File: config.mk
export PLATFORM = sky130hd
export DESIGN_NAME = fu_sched_flat
export DESIGN_NICKNAME = d
export VERILOG_FILES = /design/src/rtl/fu_sched_if.sv /design/src/rtl/fu_sched.sv /design/src/flat_wrapper.sv
export SDC_FILE = /design/constraint.sdc
export NUM_CORES = 1
export LEC_CHECK = 0
export BUFFER_PORTS_ARGS = -buffer_cell sky130_fd_sc_hd__buf_2
export CAP_MARGIN = 10
export CORE_MARGIN = 2
export CORE_UTILIZATION = 49
export CTS_BUF_LIST = sky130_fd_sc_hd__clkbuf_8 sky130_fd_sc_hd__clkbuf_16
export DETAILED_ROUTE_END_ITERATION = 8
export PLACE_DENSITY = 0.79
export SYNTH_ARGS = -nofsm -noshare
export SYNTH_HDL_FRONTEND = slang
export SYNTH_SLANG_ARGS = --single-unit
File: constraint.sdc
create_clock -name clk -period 2.74 [get_ports clk]
set_input_delay 0.137 -clock clk [delete_from_list [all_inputs] [get_ports clk]]
set_output_delay 0.137 -clock clk [all_outputs]
set_load 0.03 [all_outputs]
File: src/rtl/fu_sched_if.sv
// Issue-queue <-> functional-unit scheduler handshake bundle.
// master = issue queue side, slave = scheduler side.
interface fu_sched_if #(
  parameter int iwd = 4
);
  logic [iwd-1:0]      req_valid;
  logic [iwd-1:0][4:0] req_fu;
  logic                lsu_ready;
  logic                csr_done;
  logic                flush;
  logic [4:0]          fu_ready;
  logic [iwd-1:0]      issue;
  logic [iwd-1:0][4:0] grant_fu;
  logic [1:0]          wb_sel;

  modport master (
    output req_valid, req_fu, lsu_ready, csr_done, flush,
    input  fu_ready, issue, grant_fu, wb_sel
  );

  modport slave (
    input  req_valid, req_fu, lsu_ready, csr_done, flush,
    output fu_ready, issue, grant_fu, wb_sel
  );
endinterface

File: src/rtl/fu_sched.sv
// Functional-unit scheduler: per-cycle slot arbitration over ALU/LSU/MUL/DIV/CSR
// with a reservation shift register guarding the shared MUL/DIV writeback port.
module fu_sched #(
  parameter int iwd     = 4,
  parameter int nalu    = 2,
  parameter int mul_lat = 3,
  parameter int div_lat = 16
) (
  input  logic       clk,
  input  logic       rst,
  fu_sched_if.slave  bus
);
  localparam int cw = $clog2(div_lat);

  if (!(div_lat > mul_lat && mul_lat >= 1)) begin : g_bad_lat
    $error("fu_sched: latencies must satisfy div_lat > mul_lat >= 1");
  end

  logic [div_lat:0]    wb_res_q, wb_res_d;
  logic [div_lat:0]    wb_own_q, wb_own_d;
  logic [cw-1:0]       div_cnt_q, div_cnt_d;
  logic                csr_busy_q, csr_busy_d;

  logic [4:0]          fu_ready;
  logic [iwd-1:0]      issue;
  logic [iwd-1:0][4:0] grant;
  logic [4:0]          taken;
  logic [div_lat:0]    new_res, new_own;
  logic                found;
  int                  alu_left;

  // Availability looks only at registered state and lsu_ready, never at req_*.
  always_comb begin
    fu_ready = '0;
    if (rst) begin
      fu_ready[0] = 1'b1;
      fu_ready[1] = bus.lsu_ready;
      fu_ready[2] = ~wb_res_q[mul_lat];
      fu_ready[3] = (div_cnt_q == '0) & ~wb_res_q[div_lat];
      fu_ready[4] = ~csr_busy_q;
    end
  end

  // NOTE: every variable written here gets a default first, so no latch is inferred.
  always_comb begin
    issue    = '0;
    grant    = '0;
    taken    = '0;
    found    = 1'b0;
    alu_left = nalu;
    if (!bus.flush) begin
      for (int i = 0; i < iwd; i++) begin
        found = 1'b0;
        for (int f = 0; f < 5; f++) begin
          if (!found && bus.req_valid[i] && bus.req_fu[i][f] && fu_ready[f] &&
              ((f == 0) ? (alu_left > 0) : !taken[f])) begin
            found       = 1'b1;
            issue[i]    = 1'b1;
            grant[i][f] = 1'b1;
            taken[f]    = 1'b1;
            if (f == 0) alu_left = alu_left - 1;
          end
        end
      end
    end
  end

  always_comb begin
    new_res = '0;
    new_own = '0;
    if (taken[2]) new_res[mul_lat] = 1'b1;
    if (taken[3]) begin
      new_res[div_lat] = 1'b1;
      new_own[div_lat] = 1'b1;
    end
    wb_res_d = (wb_res_q | new_res) >> 1;
    wb_own_d = (wb_own_q | new_own) >> 1;

    if (taken[3])                div_cnt_d = cw'(div_lat - 1);
    else if (div_cnt_q != '0)    div_cnt_d = div_cnt_q - 1'b1;
    else                         div_cnt_d = div_cnt_q;

    // A new CSR grant wins; csr_done only matters while busy.
    if (taken[4])                csr_busy_d = 1'b1;
    else if (bus.csr_done)       csr_busy_d = 1'b0;
    else                         csr_busy_d = csr_busy_q;

    if (bus.flush) begin
      wb_res_d   = '0;
      wb_own_d   = '0;
      div_cnt_d  = '0;
      csr_busy_d = 1'b0;
    end
  end

  // NOTE: state registers use non-blocking assignments so every flop samples pre-edge values.
  always_ff @(posedge clk or negedge rst) begin
    if (!rst) begin
      wb_res_q   <= '0;
      wb_own_q   <= '0;
      div_cnt_q  <= '0;
      csr_busy_q <= 1'b0;
    end else begin
      wb_res_q   <= wb_res_d;
      wb_own_q   <= wb_own_d;
      div_cnt_q  <= div_cnt_d;
      csr_busy_q <= csr_busy_d;
    end
  end

  assign bus.fu_ready = fu_ready;
  assign bus.issue    = issue;
  assign bus.grant_fu = grant;
  assign bus.wb_sel   = {wb_res_q[0] & wb_own_q[0], wb_res_q[0] & ~wb_own_q[0]};

endmodule

File: src/flat_wrapper.sv
// flat-port wrapper written by rule: the top's interface ports become plain ports
module fu_sched_flat 
#(
  parameter int iwd     = 4,
  parameter int nalu    = 2,
  parameter int mul_lat = 3,
  parameter int div_lat = 16
)
  (clk, rst, bus_req_valid, bus_req_fu, bus_lsu_ready, bus_csr_done, bus_flush, bus_fu_ready, bus_issue, bus_grant_fu, bus_wb_sel);
  fu_sched_if #(.iwd(iwd)) bus_i ();
  input  logic clk;
  input  logic rst;
  input wire logic [$bits(bus_i.req_valid)-1:0] bus_req_valid;
  input wire logic [$bits(bus_i.req_fu)-1:0] bus_req_fu;
  input wire logic [$bits(bus_i.lsu_ready)-1:0] bus_lsu_ready;
  input wire logic [$bits(bus_i.csr_done)-1:0] bus_csr_done;
  input wire logic [$bits(bus_i.flush)-1:0] bus_flush;
  output wire logic [$bits(bus_i.fu_ready)-1:0] bus_fu_ready;
  output wire logic [$bits(bus_i.issue)-1:0] bus_issue;
  output wire logic [$bits(bus_i.grant_fu)-1:0] bus_grant_fu;
  output wire logic [$bits(bus_i.wb_sel)-1:0] bus_wb_sel;
  assign bus_i.req_valid = bus_req_valid;
  assign bus_i.req_fu = bus_req_fu;
  assign bus_i.lsu_ready = bus_lsu_ready;
  assign bus_i.csr_done = bus_csr_done;
  assign bus_i.flush = bus_flush;
  assign bus_fu_ready = bus_i.fu_ready;
  assign bus_issue = bus_i.issue;
  assign bus_grant_fu = bus_i.grant_fu;
  assign bus_wb_sel = bus_i.wb_sel;
  fu_sched #(.iwd(iwd), .nalu(nalu), .mul_lat(mul_lat), .div_lat(div_lat)) u_core (.clk(clk), .rst(rst), .bus(bus_i));
endmodule
==> run summary, run 1 <==
core area: 3280 µm²
Slew Limit Fails: 0
htree depth: 1
Worst EP required: 2.60 ns
layout cell share with drive strength beyond 1: 40.4%
Synth Area in Simple Gates: 38.2%
RSZ-0062 raised after global routing: false
DRT Pass-1 Iters: 4
Placement Setup Slack: 0.215 ns
pwr/cell area: 541 nW/µm²
Least-Margin Pin Slew: 1.02 ns
total length of routed wires: 4090 µm
Clock Pin Slew Worst Setup and Hold Paths: 0.08 ns
DR DRC count: 0
Final ANT Viol Nets: 0
Warnings, synthesis: 0
endpoints failing hold: 0
Layout Area Growth over Synthesis: 26.9%
Cell variety after synth: 64
CTS buffer count: 3
Total Nets Final: 280
Clock Latency Late Sink: 0.26 ns
TritonCTS Sinks: 24
crit end category: primary output
die width: 62.1 µm
register area: 601 µm²
Final WS setup: 0.138 ns
Final min period: 2.60 ns
first-pass GRT wire length: 6240 µm
status: complete, no violations
period utilization: 94.9%
largest family of logic cells by synthesized area: simple AND/OR/NAND/NOR gates
CTS root buf: clkbuf_8
Critical Path Start Type: flip-flop
Detail Placement HPWL: 3070 µm
Crit Path Max Fanout: 3
die area: 3850 µm²
Tightest Hold Check Type: in2reg
Peak supply drop: 0.272 mV
global-route usage over all layers: 22.1%
complex-gate fraction of the synthesized area: 16.6%
antenna diode count: 0
Lkg Pwr: 1.07 nW
Die Height: 62.1 µm
IO buf count: 59
starting density of the core: 50.3%
worst endpoint data arrival time: 2.46 ns
Mean Syn Cell Area: 8.98 µm²
Seq cells post-synth: 24
critical path class: reg2out
endpoints failing setup: 0
TNS Setup: 0 ns
Via Count: 1578
initial antenna violation count: 0
vias in the first global route: 1443
Post-synth EDFFs: 0
vias per cell: 5.42
multi-input logic area: 1020 µm²
Mapped Area: 1650 µm²
Clock Skew: 0.00383 ns
post-synthesis mux area share: 0%
Max transition margin: 31.6%
Post-synth ARST share: 100%
Rows: 21
largest net degree at the start of global routing: 31
GP Congestion: 0.827
dominant synthesized flop cell: dfrtp_1
Max Root-Sink Buffers: 2
Filler Cell Count: 279
CTS tree: yes
Mapped Nets: 218
WL/cell: 14.1 µm
fmax: 384 MHz
adder-cell share of the synthesized area: 3.79%
sequential fraction of the synthesis area: 36.3%
grt total ovfl: 0
synthesized instance count: 184
I/O pin cnt: 60
max-cap viol count: 0
XOR/XNOR Fraction of Synth Area: 1.06%
Detailed Route Iter0 Violations: 54
cells in the final DEF, fill, tap and decap left out, types with 2 or more instances in the layout:
| master | netlist | final |
|---|---|---|
| nand3_1 | 8 | 7 |
| nand2b_1 | 3 | 3 |
| a31oi_4 | 1 | 2 |
| buf_2 | 0 | 58 |
| ha_1 | 5 | 4 |
| inv_1 | 7 | 6 |
| nor4_1 | 2 | 2 |
| nor2b_1 | 21 | 21 |
| nor3_1 | 6 | 6 |
| a211oi_1 | 2 | 2 |
| nor2_1 | 15 | 15 |
| nand4_1 | 2 | 2 |
| and3b_2 | 2 | 2 |
| a21oi_2 | 4 | 4 |
| a31oi_1 | 3 | 2 |
| or3_1 | 4 | 4 |
| nand2_1 | 17 | 16 |
| o21ai_0 | 3 | 3 |
| nand2_2 | 1 | 2 |
| buf_4 | 1 | 4 |
| dfrtp_1 | 24 | 24 |
| and3_2 | 2 | 2 |
| a21o_1 | 3 | 3 |
| a21oi_1 | 2 | 2 |
| o21ai_2 | 2 | 2 |
| clkbuf_8 | 0 | 4 |
| a31o_1 | 2 | 2 |
sequential cells by signal, indices dropped and copies added (netlist names):
| register | count |
|---|---|
| u_core.csr_busy_q | 1 |
| u_core.wb_res_q | 11 |
| u_core.wb_own_q | 8 |
| u_core.div_cnt_q | 4 |
layout make-up:
cell class                      instances  share of cell area (%)
Sequential cell                        24                    28.6
Multi-Input combinational cell        145                    48.4
Timing Repair Buffer                   64                    16.1
Tap cell                               46                    2.74
Clock buffer                            4                    2.63
Inverter                                8                    1.43
final timing paths:
check / start / end / slack [ns] / depth (start not counted)
min reg2reg: u_core.wb_own_q[2] / u_core.wb_own_q[1] / 0.47 / 1
max reg2reg: u_core.div_cnt_q[0] / u_core.div_cnt_q[0] / 0.72 / 9
max in group asynchronous: rst / u_core.wb_res_q[9] / 1.26 / 3
min: bus_req_fu[19] / u_core.csr_busy_q / 0.18 / 3
max: u_core.div_cnt_q[0] / bus_grant_fu[19] / 0.14 / 10
min in group asynchronous: rst / u_core.wb_res_q[3] / 0.87 / 3
per-layer routing:
| metal | up-vias | GRT usage, % | wire length (µm) | share of wire [%] |
|---|---|---|---|---|
| met5 | - | 0 | 0 | 0 |
| met4 | 0 | 7.90 | 76 | 1.9 |
| met2 | 55 | 36.6 | 1980 | 48 |
| li1 | 772 | - | - | - |
| met3 | 9 | 3.11 | 185 | 4.5 |
| met1 | 742 | 29.3 | 1850 | 45 |
critical path, cell delays in order, from the launching register on:
cell and delay (ns):
dfrtp_1 0.40, inv_2 0.08, ha_2 0.20, nor3b_4 0.23, nand2_2 0.12, a31oi_4 0.19, nand3_2 0.11, and4_4 0.20
or3_4 0.39, nor2_2 0.09, clkbuf_4 0.19
where the power goes:
part	internal, W	switching, W	leakage [nW]
clock network	0.000128	0.000103	0.0288
logic	0.000203	0.000282	0.710
registers	0.000386	0.0000329	0.330
Yosys cell counts (all sizes together) (2+ instances only):
library cell,count,share of area (%)
nand3,8,2.4
a31oi,4,2.4
clkbuf,3,0.68
dfrtp,24,36
nand4,2,0.76
a21oi,6,2.7
nand2,18,4.2
nor3,8,3.4
nand2b,4,1.7
nor2b,22,8.5
and3,4,2.0
nor2,16,3.8
o21ai,6,2.3
or3,5,2.2
inv,7,1.6
ha,5,3.8
a31o,2,1.1
nor4,2,0.76
and3b,3,1.7
or2,2,0.76
a211oi,3,1.7
nor3b,2,1.9
o211ai,2,1.2
a21o,3,1.4
buf,4,1.6
timing repair:
action | 4_1_cts | 5_1_grt
setup buffers | 1 | 1
gates resized for setup | 1 | 6
pin swaps | 0 | 0
endpoints found under the setup margin | 2 | 3
cloned | 0 | 0
hold endpoints to repair | 24 | 0
hold buffers | 1 | 0
kinds of logic (layout without fill, tap and decap cells):
group	after synthesis	after routing
compound gates	34	34
fa+ha+maj	5	5
buf+inv	15	76
flops	24	24
simple gates	104	104
xor+xnor	2	2
per-stage QoR:
step	cells	total power, W	area (µm²)	hold slack (ns)	util, %
after global placement	284	0.000847	1990	0.240	60.6
after CTS	290	0.00111	2070	0.175	63.0
final	291	0.00113	2100	0.175	63.8
after floorplan	184	0.000744	1660	-0.159	-
after detailed placement	284	0.000852	1990	0.244	60.6
after global routing	291	0.00122	2100	0.201	63.8
Power figures use the tool's default switching activity.
==> run 2, diff against run 1 <==
--- a/config.mk
+++ b/config.mk
@@ -7,6 +7,7 @@
 export LEC_CHECK = 0
 export BUFFER_PORTS_ARGS = -buffer_cell sky130_fd_sc_hd__buf_2
 export CAP_MARGIN = 10
+export CORE_ASPECT_RATIO = 0.6
 export CORE_MARGIN = 2
 export CORE_UTILIZATION = 49
 export CTS_BUF_LIST = sky130_fd_sc_hd__clkbuf_8 sky130_fd_sc_hd__clkbuf_16
==> run summary, run 2 (synthesis results as in run 1) <==
status: complete, no violations
max FFs per register: 11
die width: 79.0 µm
Lkg Pwr: 1.09 nW
Worst EP required: 2.60 ns
Clock Skew: 0.00591 ns
Final ANT Viol Nets: 0
WP buf/inv: 2
max-cap viol count: 0
CTS root buf: clkbuf_8
vias in the first global route: 1391
design area: 2130 µm²
grt total ovfl: 0
worst-case reg-to-reg path depth: 9
Tightest Hold Check Type: in2reg
Total Nets Final: 283
critical path class: reg2out
placed instance area: 2010 µm²
Least-Margin Pin Slew: 1.01 ns
first-pass GRT wire length: 6890 µm
antenna diode count: 0
Util after Layout: 65.8%
Cell Chain, Critical Path: inv_1 > ha_2 > nor3b_4 > nand2_2 > a31oi_4 > nand3_1 > and4_4 > or3_4 > nor2_2 > buf_4
Worst path depth: 10
Detail Placement HPWL: 3290 µm
WL/cell: 14.5 µm
Die Height: 49.0 µm
TritonCTS Sinks: 24
Worst path slowest cell: dfrtp_1
endpoints failing hold: 0
pwr/cell area: 565 nW/µm²
htree depth: 1
Worst Hold Launch: bus_req_fu[19]
Slew Limit Fails: 0
Final min period: 2.60 ns
CP peak stage delay: 0.40 ns
largest net degree at the start of global routing: 30
DRT Pass-1 Iters: 5
biggest regs: u_core.wb_res_q (11), u_core.wb_own_q (8), u_core.div_cnt_q (4)
core area: 3240 µm²
Max transition margin: 32.3%
total power draw: 0.00121 W
Biggest register: u_core.wb_res_q
Crit. Startpoint: u_core.div_cnt_q[1]
CTS buffer count: 3
CTS tree: yes
layout cell share with drive strength beyond 1: 40.3%
global-route usage over all layers: 23.1%
most common cell after layout, fill and taps aside: buf_2
crit end category: primary output
IO buf count: 59
endpoints failing setup: 0
Clock Pin Slew Worst Setup and Hold Paths: 0.08 ns
vias per cell: 5.45
die area: 3870 µm²
DR DRC count: 0
worst endpoint data arrival time: 2.47 ns
I/O pin cnt: 60
Critical R2R Launch: u_core.div_cnt_q[1]
commonest non-fill, non-tap cells in the layout: 57 x buf_2, 24 x dfrtp_1, 21 x nor2b_1
Clock Latency Late Sink: 0.27 ns
period utilization: 95.0%
GP Congestion: 0.936
Critical Path Start Type: flip-flop
hold path depth: 3
Peak supply drop: 0.426 mV
crit-path leading delay family: simple AND/OR/NAND/NOR gates
starting density of the core: 51.0%
fmax: 384 MHz
Max Root-Sink Buffers: 2
Rows: 16
Crit Path Max Fanout: 3
Layout Area Growth over Synthesis: 29.1%
initial antenna violation count: 0
Detailed Route Iter0 Violations: 149
total length of routed wires: 4260 µm
Via Count: 1597
-- run 2: cell count changes in the layout (fill, tap and decap cells not counted) --
cell / before / now
buf_2: 58 / 57
buf_4: 4 / 8
bufinv_16: 0 / 1
clkbuf_4: 1 / 0
clkbuf_8: 4 / 3
dlygate4sd3_1: 1 / 2
nand3_1: 7 / 8
nand3_2: 1 / 0
-- run 2: through the flow --
step | TNS, ns | hold slack [ns] | instances | setup slack (ns)
2_1_floorplan | 0 | -0.159 | 184 | 0.141
3_3_place_gp | 0 | 0.113 | 286 | 0.287
3_5_place_dp | 0 | 0.110 | 286 | 0.206
4_1_cts | 0 | 0.159 | 293 | 0.0608
5_1_grt | -0.0309 | 0.165 | 293 | -0.0175
6_report | 0 | 0.165 | 293 | 0.137
-- run 2: routing by layer --
layer | vias up | global-route usage (%) | wire, µm
met4 | 0 | 2.59 | 17
met2 | 76 | 29.5 | 1680
li1 | 769 | - | -
met1 | 750 | 39.5 | 2150
met3 | 2 | 5.19 | 408
met5 | - | 0 | 0
-- run 2: final timing paths --
path,slack [ns],to
max,0.14,bus_grant_fu[19]
min,0.17,u_core.csr_busy_q
max reg2reg,0.67,u_core.div_cnt_q[2]
min reg2reg,0.47,u_core.wb_res_q[7]
max in group asynchronous,1.34,u_core.div_cnt_q[0]
min in group asynchronous,0.40,u_core.csr_busy_q
-- run 2: cell type report --
class                           instances  area, µm²
Multi-Input combinational cell        145       1010
Fill cell                             298       1110
Clock buffer                            3       41.3
Sequential cell                        24        601
Inverter                                8       30.0
Tap cell                               45       56.3
Clock inverter                          1       30.0
Timing Repair Buffer                   67        365
-- run 2: repair_timing --
| item | in CTS | in global routing |
|---|---|---|
| endpoints found under the setup margin | 2 | 3 |
| pin swaps | 0 | 0 |
| endpoints found under the hold margin | 24 | 0 |
| gates resized for setup | 1 | 8 |
| hold buffers | 2 | 0 |
| gates cloned | 0 | 0 |
| setup buffers | 1 | 0 |
-- run 2: where the power goes --
group	internal, W	switching [W]
Combinational	0.000201	0.000281
Sequential	0.000385	0.0000331
Clock	0.000195	0.000111
-- run 2: tightest hold or removal path: stages --
cell and delay [ns]:
buf_2 0.10, nand3_1 0.08, o22ai_1 0.08
==> run 3, diff against run 2 <==
--- a/config.mk
+++ b/config.mk
@@ -9,10 +9,10 @@
 export CAP_MARGIN = 10
 export CORE_ASPECT_RATIO = 0.6
 export CORE_MARGIN = 2
-export CORE_UTILIZATION = 49
-export CTS_BUF_LIST = sky130_fd_sc_hd__clkbuf_8 sky130_fd_sc_hd__clkbuf_16
+export CORE_UTILIZATION = 51
+export CTS_BUF_LIST = sky130_fd_sc_hd__clkbuf_4
 export DETAILED_ROUTE_END_ITERATION = 8
-export PLACE_DENSITY = 0.79
+export PLACE_DENSITY = 0.82
 export SYNTH_ARGS = -nofsm -noshare
 export SYNTH_HDL_FRONTEND = slang
 export SYNTH_SLANG_ARGS = --single-unit
==> run summary, run 3 (synthesis results as in run 1) <==
Max Root-Sink Buffers: 2
htree depth: 1
WL/cell: 14.9 µm
Cell Chain, Critical Path: inv_1 > ha_2 > nor3b_4 > nand2_2 > a31oi_4 > nand3_1 > and4_4 > or3_4 > nor2_4 > buf_6
endpoints failing setup: 0
total length of routed wires: 4310 µm
initial antenna violation count: 0
max FFs per register: 11
first-pass GRT wire length: 6760 µm
worst endpoint data arrival time: 2.48 ns
TritonCTS Sinks: 24
max-cap viol count: 0
total power draw: 0.00116 W
largest net degree at the start of global routing: 25
Biggest register: u_core.wb_res_q
global-route usage over all layers: 24.0%
die area: 3730 µm²
Worst Hold Launch: bus_req_fu[19]
Final min period: 2.61 ns
r2r setup slk: 0.62 ns
Total Nets Final: 282
Final WS setup: 0.126 ns
biggest regs: u_core.wb_res_q (11), u_core.wb_own_q (8), u_core.div_cnt_q (4)
Slew Limit Fails: 0
placed instance area: 1990 µm²
Via Count: 1586
GP Congestion: 0.932
TNS Setup: 0 ns
multi-input logic area: 1020 µm²
crit end category: primary output
Worst EP required: 2.60 ns
antenna diode count: 0
RSZ-0062 raised after global routing: false
period utilization: 95.4%
Die Height: 48.1 µm
most common cell after layout, fill and taps aside: buf_2
endpoints failing hold: 0
Lkg Pwr: 1.08 nW
Critical Path Start Type: flip-flop
Final ANT Viol Nets: 0
DRT Pass-1 Iters: 4
I/O pin cnt: 60
Rows: 15
Detailed Route Iter0 Violations: 67
design area: 2120 µm²
vias in the first global route: 1411
worst-case reg-to-reg path depth: 10
grt total ovfl: 0
Least-Margin Pin Slew: 1.00 ns
Crit Path Max Fanout: 3
Max transition margin: 32.8%
hold endpoint: u_core.csr_busy_q
IO buf count: 59
vias per cell: 5.49
pwr/cell area: 548 nW/µm²
reg2reg end: u_core.div_cnt_q[1]
CP peak stage delay: 0.41 ns
hold path depth: 3
critical path class: reg2out
Tightest Hold Check Type: in2reg
CTS root buf: clkbuf_4
Clock Pin Slew Worst Setup and Hold Paths: 0.13 ns
register area: 601 µm²
CTS tree: yes
Clock Latency Late Sink: 0.31 ns
core area: 2980 µm²
starting density of the core: 55.4%
DR DRC count: 0
status: complete, no violations
commonest non-fill, non-tap cells in the layout: 57 x buf_2, 24 x dfrtp_1, 21 x nor2b_1
Peak supply drop: 0.404 mV
Detail Placement HPWL: 3310 µm
Placement Setup Slack: 0.0832 ns
fmax: 383 MHz
layout cell share with drive strength beyond 1: 40.9%
Filler Cell Count: 241
Critical R2R Launch: u_core.div_cnt_q[1]
CTS buffer count: 3
die width: 77.5 µm
Layout Area Growth over Synthesis: 28.3%
Worst path slowest cell: dfrtp_1
Clock Skew: 0.0120 ns
==> run 3: critical path, delay by kind of cell (launching register included) <==
kind	cells	cell delay, ns
AOI/OAI and AO/OA	1	0.19
adders and majority gates	1	0.20
DFF	1	0.41
and+or+nand+nor	6	1.14
buffers and inverters	2	0.22
==> run 3: where the power goes <==
part | leakage, nW | switching, W | internal (W) | total (W)
sequential | 0.330 | 0.0000315 | 0.000385 | 0.000417
clock | 0.0279 | 0.0000989 | 0.000148 | 0.000247
combinational | 0.722 | 0.000287 | 0.000211 | 0.000499
total | 1.08 | 0.000418 | 0.000745 | 0.00116
==> run 3: repair_timing <==
item,CTS,global route
gates cloned,0,0
endpoints found under the hold margin,24,0
endpoints found under the setup margin,3,3
hold buffers,1,0
gates resized for setup,4,8
pin swaps,0,1
setup buffers,1,2
==> run 3: through the flow <==
step	hold slack [ns]	utilization, %	std cells
floorplan	-0.159	-	184
detailed placement	0.222	66.8	281
global route	0.113	71.1	289
global placement	0.203	66.8	281
CTS	0.103	69.8	287
finish	0.111	71.1	289
==> run 3: worst max-delay path by stage <==
stage | from | to | slack [ns] | depth (start not counted)
final | u_core.div_cnt_q[1] | bus_grant_fu[19] | 0.13 | 10
after global routing | u_core.div_cnt_q[1] | bus_grant_fu[19] | 0.006 | 10
after CTS | u_core.div_cnt_q[0] | bus_issue[3] | 0.03 | 10
after detailed placement | u_core.div_cnt_q[0] | bus_grant_fu[19] | 0.08 | 10
after global placement | u_core.div_cnt_q[0] | bus_grant_fu[19] | 0.08 | 10
after floorplan | rst | bus_grant_fu[18] | 0.14 | 10
==> run 3: cell type report <==
| class | instances | share of cell area, % |
|---|---|---|
| Sequential cell | 24 | 28.3 |
| Clock inverter | 1 | 1.42 |
| Clock buffer | 3 | 1.06 |
| Tap cell | 42 | 2.48 |
| Inverter | 8 | 1.42 |
| Multi-Input combinational cell | 145 | 48.2 |
| Timing Repair Buffer | 66 | 17.1 |
==> run 3: metal layers <==
layer | wire, µm | GRT usage (%)
met1 | 2050 | 36.8
met2 | 1790 | 36.0
met3 | 463 | 6.48
met4 | 0 | 1.07
met5 | 0 | 0
